File: config.mk
export PLATFORM = sky130hd
export DESIGN_NAME = audio_dma
export DESIGN_NICKNAME = d
export VERILOG_FILES = /design/src/rtl/audio_dma.sv
export SDC_FILE = /design/constraint.sdc
export NUM_CORES = 1
export LEC_CHECK = 0
export CORE_MARGIN = 5
export CORE_UTILIZATION = 45
export DETAILED_ROUTE_END_ITERATION = 8
export GPL_TIMING_DRIVEN = 0
export PLACE_DENSITY = 0.81
export SLEW_MARGIN = 25
export SYNTH_ARGS = -nofsm -noshare
export SYNTH_HDL_FRONTEND = slang
export SYNTH_SLANG_ARGS = --single-unit
File: constraint.sdc
create_clock -name clk -period 2.94 [get_ports clk]
set_input_delay 0.882 -clock clk [delete_from_list [all_inputs] [get_ports clk]]
set_output_delay 0.882 -clock clk [all_outputs]
set_load 0.01 [all_outputs]
File: src/rtl/audio_dma.sv
// rtl/audio_dma.sv - Wishbone-master DMA that streams stereo samples to the audio FIFO
//
// Ports:
//   clk, rst (sync, active-low)
//   cfg_base/cfg_len/cfg_loop - transfer config, latched on an accepted start
//   start, abort              - single-cycle control pulses (abort wins)
//   wbm_*                     - Wishbone read master (we=0, sel=4'hF)
//   smp_data/smp_valid/smp_ready - 48-bit {left,right} sample push to FIFO
//   busy, done, error, count  - status (all registered)

module audio_dma #(
    parameter int LEN_BITS = 16
) (
    input  logic                clk,
    input  logic                rst,
    input  logic [31:0]         cfg_base,
    input  logic [LEN_BITS-1:0] cfg_len,
    input  logic                cfg_loop,
    input  logic                start,
    input  logic                abort,
    output logic [31:0]         wbm_adr_o,
    input  logic [31:0]         wbm_dat_i,
    output logic                wbm_cyc_o,
    output logic                wbm_stb_o,
    output logic                wbm_we_o,
    output logic [3:0]          wbm_sel_o,
    input  logic                wbm_ack_i,
    input  logic                wbm_err_i,
    output logic [47:0]         smp_data,
    output logic                smp_valid,
    input  logic                smp_ready,
    output logic                busy,
    output logic                done,
    output logic                error,
    output logic [LEN_BITS-1:0] count
);

    typedef enum logic [1:0] {IDLE, RD_L, RD_R, PUSH} state_t;

    state_t              state_q, state_d;
    logic [31:0]         adr_q, adr_d;
    logic [31:0]         base_q, base_d;
    logic [LEN_BITS-1:0] len_q, len_d;
    logic [LEN_BITS-1:0] count_q, count_d;
    logic [LEN_BITS-1:0] count_inc;
    logic                loop_q, loop_d;
    logic                cyc_q, cyc_d;
    logic                valid_q, valid_d;
    logic                busy_q, busy_d;
    logic                done_q, done_d;
    logic                error_q, error_d;
    logic [47:0]         data_q, data_d;

    // Upper data byte and byte-offset address bits carry no information here.
    logic unused_bits;
    assign unused_bits = &{1'b0, wbm_dat_i[31:24], cfg_base[1:0]};

    assign count_inc = count_q + {{(LEN_BITS-1){1'b0}}, 1'b1};

    always_comb begin
        state_d = state_q;
        adr_d   = adr_q;
        base_d  = base_q;
        len_d   = len_q;
        loop_d  = loop_q;
        count_d = count_q;
        cyc_d   = cyc_q;
        valid_d = valid_q;
        busy_d  = busy_q;
        done_d  = 1'b0;
        error_d = error_q;
        data_d  = data_q;

        case (state_q)
            IDLE: begin
                if (start && !abort) begin
                    base_d  = {cfg_base[31:2], 2'b00};
                    len_d   = cfg_len;
                    loop_d  = cfg_loop;
                    error_d = 1'b0;
                    count_d = '0;
                    if (cfg_len == '0) begin
                        done_d = 1'b1;
                    end else begin
                        state_d = RD_L;
                        adr_d   = {cfg_base[31:2], 2'b00};
                        cyc_d   = 1'b1;
                        busy_d  = 1'b1;
                    end
                end
            end
            RD_L: begin
                if (wbm_err_i) begin
                    state_d = IDLE;
                    cyc_d   = 1'b0;
                    busy_d  = 1'b0;
                    error_d = 1'b1;
                end else if (wbm_ack_i) begin
                    data_d[47:24] = wbm_dat_i[23:0];
                    adr_d         = adr_q + 32'd4;
                    state_d       = RD_R;
                end
            end
            RD_R: begin
                if (wbm_err_i) begin
                    state_d = IDLE;
                    cyc_d   = 1'b0;
                    busy_d  = 1'b0;
                    error_d = 1'b1;
                end else if (wbm_ack_i) begin
                    data_d[23:0] = wbm_dat_i[23:0];
                    cyc_d        = 1'b0;
                    valid_d      = 1'b1;
                    state_d      = PUSH;
                end
            end
            PUSH: begin
                if (smp_ready) begin
                    valid_d = 1'b0;
                    if (count_inc == len_q) begin
                        if (loop_q) begin
                            count_d = '0;
                            adr_d   = base_q;
                            cyc_d   = 1'b1;
                            state_d = RD_L;
                        end else begin
                            count_d = count_inc;
                            done_d  = 1'b1;
                            busy_d  = 1'b0;
                            state_d = IDLE;
                        end
                    end else begin
                        // adr_q still points at the right word, so +4 lands on the next sample
                        count_d = count_inc;
                        adr_d   = adr_q + 32'd4;
                        cyc_d   = 1'b1;
                        state_d = RD_L;
                    end
                end
            end
            default: state_d = IDLE;
        endcase

        // Abort overrides whatever the active state decided this cycle.
        if (abort && state_q != IDLE) begin
            state_d = IDLE;
            cyc_d   = 1'b0;
            valid_d = 1'b0;
            busy_d  = 1'b0;
            done_d  = 1'b0;
            error_d = error_q;
            count_d = count_q;
        end
    end

    always_ff @(posedge clk) begin
        if (!rst) begin
            state_q <= IDLE;
            adr_q   <= '0;
            base_q  <= '0;
            len_q   <= '0;
            loop_q  <= 1'b0;
            count_q <= '0;
            cyc_q   <= 1'b0;
            valid_q <= 1'b0;
            busy_q  <= 1'b0;
            done_q  <= 1'b0;
            error_q <= 1'b0;
            data_q  <= '0;
        end else begin
            state_q <= state_d;
            adr_q   <= adr_d;
            base_q  <= base_d;
            len_q   <= len_d;
            loop_q  <= loop_d;
            count_q <= count_d;
            cyc_q   <= cyc_d;
            valid_q <= valid_d;
            busy_q  <= busy_d;
            done_q  <= done_d;
            error_q <= error_d;
            data_q  <= data_d;
        end
    end

    assign wbm_adr_o = adr_q;
    assign wbm_cyc_o = cyc_q;
    assign wbm_stb_o = cyc_q;
    assign wbm_we_o  = 1'b0;
    assign wbm_sel_o = 4'hF;
    assign smp_data  = data_q;
    assign smp_valid = valid_q;
    assign busy      = busy_q;
    assign done      = done_q;
    assign error     = error_q;
    assign count     = count_q;

endmodule

==> results.sh, run 1 <==
export IMPL_design_power_total_mw=5.88
export IMPL_p_sw_mw=1.75
export IMPL_static_leakage_power_nw=3.65
export IMPL_drt_pre_antenna_iters=6
export IMPL_postRouteWirelength_um=25600
export IMPL_slew_at_the_pin_closest_to_its_max_slew_limit_ns=0.856
export IMPL_final_period_utilization=0.972
export IMPL_grt_start_max_net_pins=17
export IMPL_worst_path_largest_cell_delay_ns=0.55
export IMPL_fin_worst_hold_slack_ns=0.463
export IMPL_cp_required_ns=3.26
export IMPL_dr_first_iter_drc_count=867
export IMPL_route_vias_total=8297
export IMPL_clock_fmax_mhz=350
export IMPL_post_route_cells_drive_above_1_share=0.0702
export IMPL_hold_depth=2
export IMPL_cellInternalPower_mw=4.13
export IMPL_ioPinCount=195
export IMPL_outcome="completed"
export IMPL_row_count=47
export IMPL_netlist_area_leader_share=0.384
export IMPL_reg2reg_from="count[2]"
export IMPL_first_global_vias=7780
export IMPL_insertedDiodeCount=0
export IMPL_crit_slowest_cell="nor4_1"
export IMPL_final_routed_drc_violation_total=0
export IMPL_root_buffer="clkbuf_16"
export IMPL_clock_tree_buffer_depth=2
export IMPL_die_area_um2=19900
export IMPL_synth_area_leaders="dfxtp_1 (38%), nand2_1 (12%), a21boi_0 (9.3%)"
export IMPL_final_cell_count_no_fill=1431
export IMPL_tritoncts_num_sinks=148
export IMPL_timing_critical_path_to_type="register"
export IMPL_path_cells="clkdlybuf4s50_1, nor4_1, nand4_1, nand2_1, a21oi_1, o211ai_1, a21oi_4, clkbuf_2, o21ai_0, a31oi_1"
export IMPL_finalCriticalPeriod_ns=2.86
export IMPL_post_drt_wl_per_cell_um=17.9
export IMPL_synth_instances=995
export IMPL_grt_pass1_wl_um=40600
export IMPL_layout_common_cells="nand2_1 (244), clkdlybuf4s50_1 (177), dfxtp_1 (146)"
export IMPL_drt_vias_per_instance=5.80
export IMPL_fp_dieW_um=141
export IMPL_floorplan_initialDensity=0.462
export IMPL_cts_tree="built"
export IMPL_worstSetupStartpointType="input pin"
export IMPL_yosysUniqueCellTypes=66
export IMPL_p_seq_frac=0.395
export IMPL_clock_power_share=0.411
export IMPL_timing_max_slew_rel_slack=0.425
export IMPL_crit_type="in2reg"
export IMPL_post_dp_hpwl_um=18400
export IMPL_final_setup_tns_ns=0
export IMPL_rrSetupSlack_ns=0.15
export IMPL_timing_critical_path_fanout_max=10
export IMPL_number_of_setup_violations_in_the_final_report=0
export IMPL_timing_critical_path_arrival_ns=3.18
export IMPL_cts_inserted_buffers=17
export IMPL_layout_commonest_cell="nand2_1"
export IMPL_skew_ns=0.00764
export IMPL_dp_cells=1397
export IMPL_synth_seq_area_share=0.384
export IMPL_io_buffer_count=177
export IMPL_core_um2=16700
export IMPL_synth_ff_latch_count=148
export IMPL_ys_flop_type="dfxtp_1"
export IMPL_startpoint_of_the_worst_hold_path="smp_data[14]"
export IMPL_worst_setup_hold_path_clk_slew_ns=0.07
export IMPL_synthesis_yosys_warnings=0
export IMPL_reg2reg_depth=12
export IMPL_synth_edff_count=0
export IMPL_floorplan_die_height_um=141
export IMPL_synthArstFlopShare=0
export IMPL_max_cap_viol=0
export IMPL_synth_area_um2=7710
export IMPL_synthToLayoutAreaGrowth_pct=36.6
export IMPL_track_usage=0.252
export IMPL_synth_area_per_cell_um2=7.75
export IMPL_grt_antenna_before_repair=0
export IMPL_timing_rr_end="wbm_adr_o[23]"
export IMPL_synth_largest_area_cell="dfxtp_1"
export IMPL_ctsHtreeMaxLevel=4
export IMPL_hold_path_endpoint="smp_data[14]"
export IMPL_final_antenna_violating_net_count=0
export IMPL_globalRoute_totalOverflow=0
export IMPL_finish_net_count=1292
export IMPL_sw_frac_of_total=0.298
export IMPL_gpl_final_weighted_congestion=0.927
export IMPL_max_ir_drop_vdd_mv=0.483
export IMPL_hold_class="reg2reg"
export IMPL_timing_final_max_slew_violations=0
export IMPL_timing_final_hold_violations=0
export IMPL_fraction_of_power_consumed_by_combinational_cells=0.195
export IMPL_power_per_cell_area_nw_per_um2=558
export IMPL_worst_skew_pair_late_latency_ns=0.44
export IMPL_finalCoreUtilization=0.631
-- through the flow --
step / worst slack (ns) / area, µm²
after floorplan: 0.224 / 7730
after global routing: -0.00996 / 10500
final: 0.0814 / 10500
after global placement: -0.369 / 9780
after CTS: 0.0266 / 10500
after detailed placement: -0.372 / 9790
-- layout make-up --
class	count	area (µm²)
buffer	81	392
clock buffer	17	425
clock inverter	15	218
fill	1458	6160
inverter	17	63.8
multi-input combinational	754	4410
sequential	148	2970
tap	220	275
timing repair buffer	179	1790
-- synthesized netlist by cell type (6+ instances only) --
cell / n
o21ai_0: 45
and3_1: 9
xnor2_1: 31
inv_1: 17
or3_1: 8
dfxtp_1: 148
nand4_1: 16
nand2_1: 244
ha_1: 6
clkbuf_1: 52
buf_4: 9
a21oi_1: 23
and4_1: 9
nand3_1: 27
buf_2: 16
a21boi_0: 96
a31oi_1: 47
o21ai_1: 7
nor2_1: 51
xor2_1: 13
a22oi_1: 23
nor3_1: 8
-- per-layer routing --
layer  track usage  up-vias  routed length, µm
met2         0.409      457              12200
met3        0.0572       70               2320
met4         0.111        0                913
met5             0        -                  0
met1         0.322     3876              10100
li1              -     3894                  -
-- state kept, by name, summed over array words and instances (netlist names) --
register and cells:
base_q 30, busy 1, count 16, done 1, error 1, len_q 16, loop_q 1, smp_data 48
smp_valid 1, state_q 2, wbm_adr_o 30, wbm_cyc_o 1
-- worst max path at each step --
| stage | startpoint | depth (start not counted) | slack (ns) | endpoint |
|---|---|---|---|---|
| 3_3_place_gp | cfg_len[0] | 10 | -0.37 | wbm_adr_o[9] |
| 5_1_grt | count[2] | 12 | -0.01 | wbm_adr_o[23] |
| 2_1_floorplan | count[0] | 12 | 0.22 | count[5] |
| 3_5_place_dp | cfg_len[0] | 10 | -0.37 | wbm_adr_o[17] |
| 4_1_cts | count[1] | 12 | 0.03 | count[13] |
| 6_report | cfg_len[4] | 10 | 0.08 | wbm_adr_o[12] |
-- worst max-delay path, delay by kind of cell --
| family | cells | cell delay, ns |
|---|---|---|
| AO/OA/AOI/OAI | 5 | 0.69 |
| AND/OR/NAND/NOR | 3 | 0.96 |
| buffers and inverters | 2 | 0.65 |
-- power groups by stage --
stage / Combinational (mW) / Sequential [mW] / Clock [mW]
after floorplan: 0.554 / 2.36 / 0
after global routing: 1.23 / 2.34 / 2.52
after global placement: 1.09 / 2.35 / 0
final: 1.14 / 2.32 / 2.41
after detailed placement: 1.11 / 2.35 / 0
after CTS: 1.12 / 2.31 / 2.43
-- cells by family after synthesis --
logic type,after synthesis,synth area share
AND/OR/NAND/NOR,404,0.239
AO/OA/AOI/OAI,289,0.255
flip-flops,148,0.384
buffers and inverters,98,0.0566
XOR/XNOR,44,0.0500
adder cells (fa/ha/maj),6,0.00973
multiplexers,4,0.00519
other,2,0.000973
-- timing repair --
item / in CTS / in global routing
hold buffers: 0 / 0
setup endpoints to repair: 46 / 39
buffers inserted: 0 / 2
pin swaps: 0 / 2
gates resized for setup: 12 / 13
No activity file was read; power rests on OpenSTA's default activity.
==> inputs of run 2 (changes only) <==
==> constraint.sdc (replaced) <==
create_clock -name clk -period 2.8 [get_ports clk]
set_input_delay 0.84 -clock clk [delete_from_list [all_inputs] [get_ports clk]]
set_output_delay 0.84 -clock clk [all_outputs]
set_load 0.01 [all_outputs]
==> run 2 against run 1 <==
Effect of this change:
- die area did not move
- register-to-register slack got worse by 0.07 ns
- clock skew about the same
- count of clock-buffer cells in the layout unchanged
- combinational power increased by 6%
- sequential power increased by 5%
- final cell count up 0.21%
- largest cell class unchanged
- highest routed layer unchanged
==> results.sh, run 2 (synthesis gave the netlist of run 1 again) <==
export IMPL_post_dp_hpwl_um=18400
export IMPL_route_vias_total=8247
export IMPL_layout_commonest_cell="nand2_1"
export IMPL_met3_use_gr=0.0579
export IMPL_finish_net_count=1295
export IMPL_largest_register_ffs=48
export IMPL_io_buffer_count=177
export IMPL_path_cells="nand3_4, or4_4, nor3_1, a21o_2, and4b_1, buf_6, buf_8, nor2_1, a311oi_2, a21oi_1"
export IMPL_post_drt_wl_per_cell_um=17.8
export IMPL_timing_final_hold_violations=0
export IMPL_use_met1=0.324
export IMPL_synthToLayoutAreaGrowth_pct=38.0
export IMPL_final_routed_drc_violation_total=0
export IMPL_track_usage=0.254
export IMPL_dr_first_iter_drc_count=877
export IMPL_crit_type="reg2reg"
export IMPL_floorplan_initialDensity=0.462
export IMPL_timing_final_max_slew_violations=0
export IMPL_outcome="completed"
export IMPL_tritoncts_num_sinks=148
export IMPL_timing_critical_path_fanout_max=10
export IMPL_path_buf_inv=2
export IMPL_cts_inserted_buffers=17
export IMPL_gpl_final_weighted_congestion=0.927
export IMPL_postRouteWirelength_um=25500
export IMPL_max_cap_viol=0
export IMPL_fin_worst_hold_slack_ns=0.463
export IMPL_root_buffer="clkbuf_16"
export IMPL_timing_critical_path_arrival_ns=3.03
export IMPL_timing_rr_end="wbm_adr_o[23]"
export IMPL_dp_cells=1397
export IMPL_p_sw_mw=1.84
export IMPL_reg2reg_from="count[6]"
export IMPL_worstSetupStartpointType="register"
export IMPL_fraction_of_power_consumed_by_combinational_cells=0.195
export IMPL_fp_dieW_um=141
export IMPL_slew_at_the_pin_closest_to_its_max_slew_limit_ns=0.837
export IMPL_cpLargestDelayFamily="simple AND/OR/NAND/NOR gates"
export IMPL_final_cell_count_no_fill=1434
export IMPL_clock_fmax_mhz=368
export IMPL_grt_start_max_net_pins=17
export IMPL_layout_common_cells="nand2_1 (243), clkdlybuf4s50_1 (177), dfxtp_1 (143)"
export IMPL_rrSetupSlack_ns=0.08
export IMPL_grt_most_used_layer="met2"
export IMPL_skew_ns=0.00772
export IMPL_finalCriticalPeriod_ns=2.72
export IMPL_sw_frac_of_total=0.298
export IMPL_max_ir_drop_vdd_mv=0.505
export IMPL_crit_slowest_cell="or4_4"
export IMPL_drt_pre_antenna_iters=5
export IMPL_die_area_um2=19900
export IMPL_timing_critical_path_to_type="register"
export IMPL_timing_max_slew_rel_slack=0.438
export IMPL_drt_vias_per_instance=5.75
export IMPL_cellInternalPower_mw=4.34
export IMPL_insertedDiodeCount=0
export IMPL_cp_required_ns=3.11
export IMPL_ioPinCount=195
export IMPL_post_route_cells_drive_above_1_share=0.0815
export IMPL_number_of_setup_violations_in_the_final_report=0
export IMPL_hold_path_endpoint="smp_data[14]"
export IMPL_final_antenna_violating_net_count=0
export IMPL_final_setup_tns_ns=0
export IMPL_reg2reg_depth=10
export IMPL_grt_use_met2=0.411
export IMPL_grt_pass1_wl_um=40800
export IMPL_clock_power_share=0.411
export IMPL_power_per_cell_area_nw_per_um2=581
export IMPL_ctsHtreeMaxLevel=4
export IMPL_final_period_utilization=0.971
export IMPL_worst_path_largest_cell_delay_ns=0.58
export IMPL_first_global_vias=7830
export IMPL_hold_depth=2
export IMPL_clock_tree_buffer_depth=2
export IMPL_grt_antenna_before_repair=0
export IMPL_worst_setup_hold_path_clk_slew_ns=0.07
export IMPL_core_um2=16700
export IMPL_floorplan_die_height_um=141
export IMPL_worst_skew_pair_late_latency_ns=0.44
export IMPL_p_seq_frac=0.394
export IMPL_globalRoute_totalOverflow=0
export IMPL_static_leakage_power_nw=3.70
export IMPL_hold_class="reg2reg"
export IMPL_startpoint_of_the_worst_hold_path="smp_data[14]"
export IMPL_number_of_hold_repair_buffers_added_at_the_cts_stage=0
export IMPL_cts_tree="built"
export IMPL_row_count=47
-- run 2: timing repair --
action / in CTS / in global routing
pin swaps: 2 / 3
endpoints found under the setup margin: 47 / 47
gates resized for setup: 18 / 37
buffers inserted: 2 / 3
-- run 2: tightest hold or removal path, stage by stage (launching register included) --
cell      delay (ns)
dfxtp_1         0.31
nand2_1         0.04
a21boi_0        0.06
-- run 2: metal layers --
metal | vias up | wire length (µm)
met2 | 447 | 12000
met4 | 0 | 1000
met1 | 3826 | 10300
li1 | 3892 | -
met3 | 82 | 2190
met5 | - | 0
-- run 2: through the flow --
| step | power, mW | utilization | instance area [µm²] | worst slack [ns] |
|---|---|---|---|---|
| after floorplan | 3.06 | - | 7730 | 0.0842 |
| after global placement | 3.61 | 0.586 | 9780 | -0.467 |
| final | 6.18 | 0.637 | 10600 | 0.0807 |
| after CTS | 6.16 | 0.629 | 10500 | 0.00423 |
| after global routing | 6.40 | 0.637 | 10600 | -0.0570 |
| after detailed placement | 3.63 | 0.586 | 9790 | -0.500 |
-- run 2: worst max path at each step --
| stage | cells past startpoint | end | slack [ns] | from |
|---|---|---|---|---|
| floorplan | 12 | count[5] | 0.08 | count[0] |
| global placement | 10 | wbm_adr_o[9] | -0.47 | cfg_len[0] |
| detailed placement | 12 | wbm_adr_o[17] | -0.50 | count[0] |
| CTS | 12 | wbm_adr_o[23] | 0.004 | count[2] |
| global route | 12 | wbm_adr_o[9] | -0.06 | count[2] |
| finish | 10 | wbm_adr_o[23] | 0.08 | count[6] |
-- run 2: area by class of cell --
class | instances | area, µm²
fill | 1452 | 6060
buffer | 81 | 419
inverter | 17 | 63.8
multi-input combinational | 754 | 4450
sequential | 148 | 2970
tap | 220 | 275
clock buffer | 17 | 425
clock inverter | 15 | 218
timing repair buffer | 182 | 1820
-- run 2: power by group through the flow --
stage	Sequential (mW)	Clock, mW	Combinational [mW]
final	2.43	2.54	1.21
after detailed placement	2.47	0	1.16
after global routing	2.45	2.64	1.31
after global placement	2.47	0	1.14
after CTS	2.42	2.55	1.18
after floorplan	2.48	0	0.582
==> inputs of run 3 (changes only) <==
==> constraint.sdc (replaced) <==
create_clock -name clk -period 2.8 [get_ports clk]
set_input_delay 0.84 -clock clk [delete_from_list [all_inputs] [get_ports clk]]
set_output_delay 0.84 -clock clk [all_outputs]
set_load 0.1 [all_outputs]
==> run 3 against run 2 <==
Effect of this change:
- combinational power increased by 59%
- worst hold slack got worse by 0.00099 ns
- maximum frequency decreased by 1.9%
- non-clock buffer count increased by 2
- wire length increased by 1.2%
- global-route usage about the same
- largest power group is now sequential cells
- highest routed layer unchanged
==> results.sh, run 3 (synthesis gave the netlist of run 1 again) <==
export IMPL_p_sw_mw=2.57
export IMPL_globalRoute_totalOverflow=0
export IMPL_cellInternalPower_mw=4.04
export IMPL_grt_pass1_wl_um=41000
export IMPL_synthToLayoutAreaGrowth_pct=37.8
export IMPL_track_usage=0.253
export IMPL_die_area_um2=19900
export IMPL_ioPinCount=195
export IMPL_p_seq_frac=0.369
export IMPL_final_period_utilization=0.990
export IMPL_floorplan_die_height_um=141
export IMPL_worstSetupStartpointType="register"
export IMPL_timing_critical_path_arrival_ns=1.93
export IMPL_fp_dieW_um=141
export IMPL_fraction_of_power_consumed_by_combinational_cells=0.290
export IMPL_max_cap_viol=0
export IMPL_post_place_setup_slack_ns=-0.485
export IMPL_hold_depth=2
export IMPL_clock_fmax_mhz=361
export IMPL_crit_type="reg2out"
export IMPL_number_of_setup_violations_in_the_final_report=0
export IMPL_post_dp_hpwl_um=18600
export IMPL_core_um2=16700
export IMPL_clock_power_share=0.341
export IMPL_grt_antenna_before_repair=0
export IMPL_dr_first_iter_drc_count=884
export IMPL_timing_max_slew_rel_slack=0.307
export IMPL_finalCoreUtilization=0.636
export IMPL_layout_common_cells="nand2_1 (243), dfxtp_1 (119), clkdlybuf4s50_1 (112)"
export IMPL_static_leakage_power_nw=4.25
export IMPL_max_ir_drop_vdd_mv=0.476
export IMPL_cpLargestDelayFamily="buffers and inverters"
export IMPL_cts_inserted_buffers=17
export IMPL_outcome="completed"
export IMPL_finish_net_count=1297
export IMPL_reg2reg_depth=11
export IMPL_post_drt_wl_per_cell_um=18.0
export IMPL_sw_frac_of_total=0.389
export IMPL_dp_cells=1398
export IMPL_drt_vias_per_instance=5.70
export IMPL_skew_ns=0.00798
export IMPL_grt_start_max_net_pins=17
export IMPL_fillCellCount=1470
export IMPL_postRouteWirelength_um=25800
export IMPL_cp_required_ns=1.96
export IMPL_floorplan_initialDensity=0.462
export IMPL_cts_tree="built"
export IMPL_path_buf_inv=1
export IMPL_finalCriticalPeriod_ns=2.77
export IMPL_root_buffer="clkbuf_16"
export IMPL_drt_pre_antenna_iters=6
export IMPL_post_route_cells_drive_above_1_share=0.100
export IMPL_slew_at_the_pin_closest_to_its_max_slew_limit_ns=1.04
export IMPL_largest_register_ffs=48
export IMPL_timing_final_max_slew_violations=0
export IMPL_layout_commonest_cell="nand2_1"
export IMPL_timing_critical_path_fanout_max=2
export IMPL_route_vias_total=8192
export IMPL_hold_class="reg2reg"
export IMPL_first_global_vias=7971
export IMPL_worst_skew_pair_late_latency_ns=0.43
export IMPL_path_cells="clkdlybuf4s50_1"
export IMPL_final_routed_drc_violation_total=0
export IMPL_ctsHtreeMaxLevel=4
export IMPL_number_of_hold_repair_buffers_added_at_the_cts_stage=0
export IMPL_cp_depth=1
export IMPL_final_cell_count_no_fill=1436
export IMPL_clock_tree_buffer_depth=2
export IMPL_timing_critical_path_to_type="primary output"
export IMPL_setup_slack_ns=0.0279
export IMPL_power_per_cell_area_nw_per_um2=622
export IMPL_final_antenna_violating_net_count=0
export IMPL_insertedDiodeCount=0
export IMPL_row_count=47
export IMPL_worst_path_largest_cell_delay_ns=1.18
export IMPL_grt_setup_unrepaired="yes"
export IMPL_tritoncts_num_sinks=148
export IMPL_crit_slowest_cell="clkdlybuf4s50_1"
export IMPL_worst_setup_hold_path_clk_slew_ns=0.07
export IMPL_io_buffer_count=177
export IMPL_gpl_final_weighted_congestion=0.914
export IMPL_timing_final_hold_violations=0
==> run 3: cell types whose count changed in the layout (fill, tap and decap cells not counted), sizes merged <==
cell           change
clkbuf             +2
inv                -1
buf                +1
bufinv             -3
clkinvlp           +1
dlymetal6s2s      +22
clkinv             +2
clkdlybuf4s50     -65
dlygate4sd2       +43
==> run 3: final timing paths <==
kind,start,endpoint,slack (ns)
worst min-delay path,smp_data[6],smp_data[6],0.46
worst max register to register,count[7],wbm_adr_o[12],0.11
worst min register to register,smp_data[6],smp_data[6],0.46
worst max-delay path,busy,busy,0.03
==> run 3: timing repair <==
item	CTS	global route
resized for setup	51	59
setup buffers	1	5
setup endpoints to repair	69	69
pin swaps	0	7
==> run 3: routing by layer <==
metal	vias up	wire, µm	global-route usage
li1	3912	-	-
met4	0	847	0.102
met2	389	12200	0.409
met5	-	0	0
met3	79	2060	0.0603
met1	3812	10700	0.327
==> run 3: area by class of cell <==
type	instances	area, µm²	share of cell area
plain buffers	81	413	0.0389
clock buffers	18	439	0.0413
clock inverters	14	144	0.0135
inverters	17	63.8	0.00600
multi-input cells	754	4450	0.419
flip-flops and latches	148	3020	0.284
well taps	220	275	0.0259
repair buffers	184	1820	0.172
==> run 3: worst min-delay path, stage by stage (launching register included) <==
cell and delay [ns]:
dfxtp_1 0.31, nand2_1 0.05, a21boi_0 0.06
==> run 3: power groups by stage <==
| stage | Sequential (mW) | Combinational, mW | Clock [mW] |
|---|---|---|---|
| floorplan | 3.18 | 0.639 | 0 |
| global placement | 2.47 | 1.90 | 0 |
| detailed placement | 2.48 | 1.92 | 0 |
| CTS | 2.43 | 1.88 | 2.28 |
| global route | 2.46 | 2.01 | 2.39 |
| finish | 2.44 | 1.92 | 2.26 |
==> run 3: stage by stage <==
step	cell area [µm²]	TNS [ns]	hold slack [ns]	total power, mW
CTS	10400	0	0.466	6.59
floorplan	7800	0	0.439	3.82
detailed placement	9860	-15.44	0.456	4.39
finish	10600	0	0.462	6.61
global placement	9850	-13.54	0.449	4.37
global route	10600	-0.0209	0.483	6.86
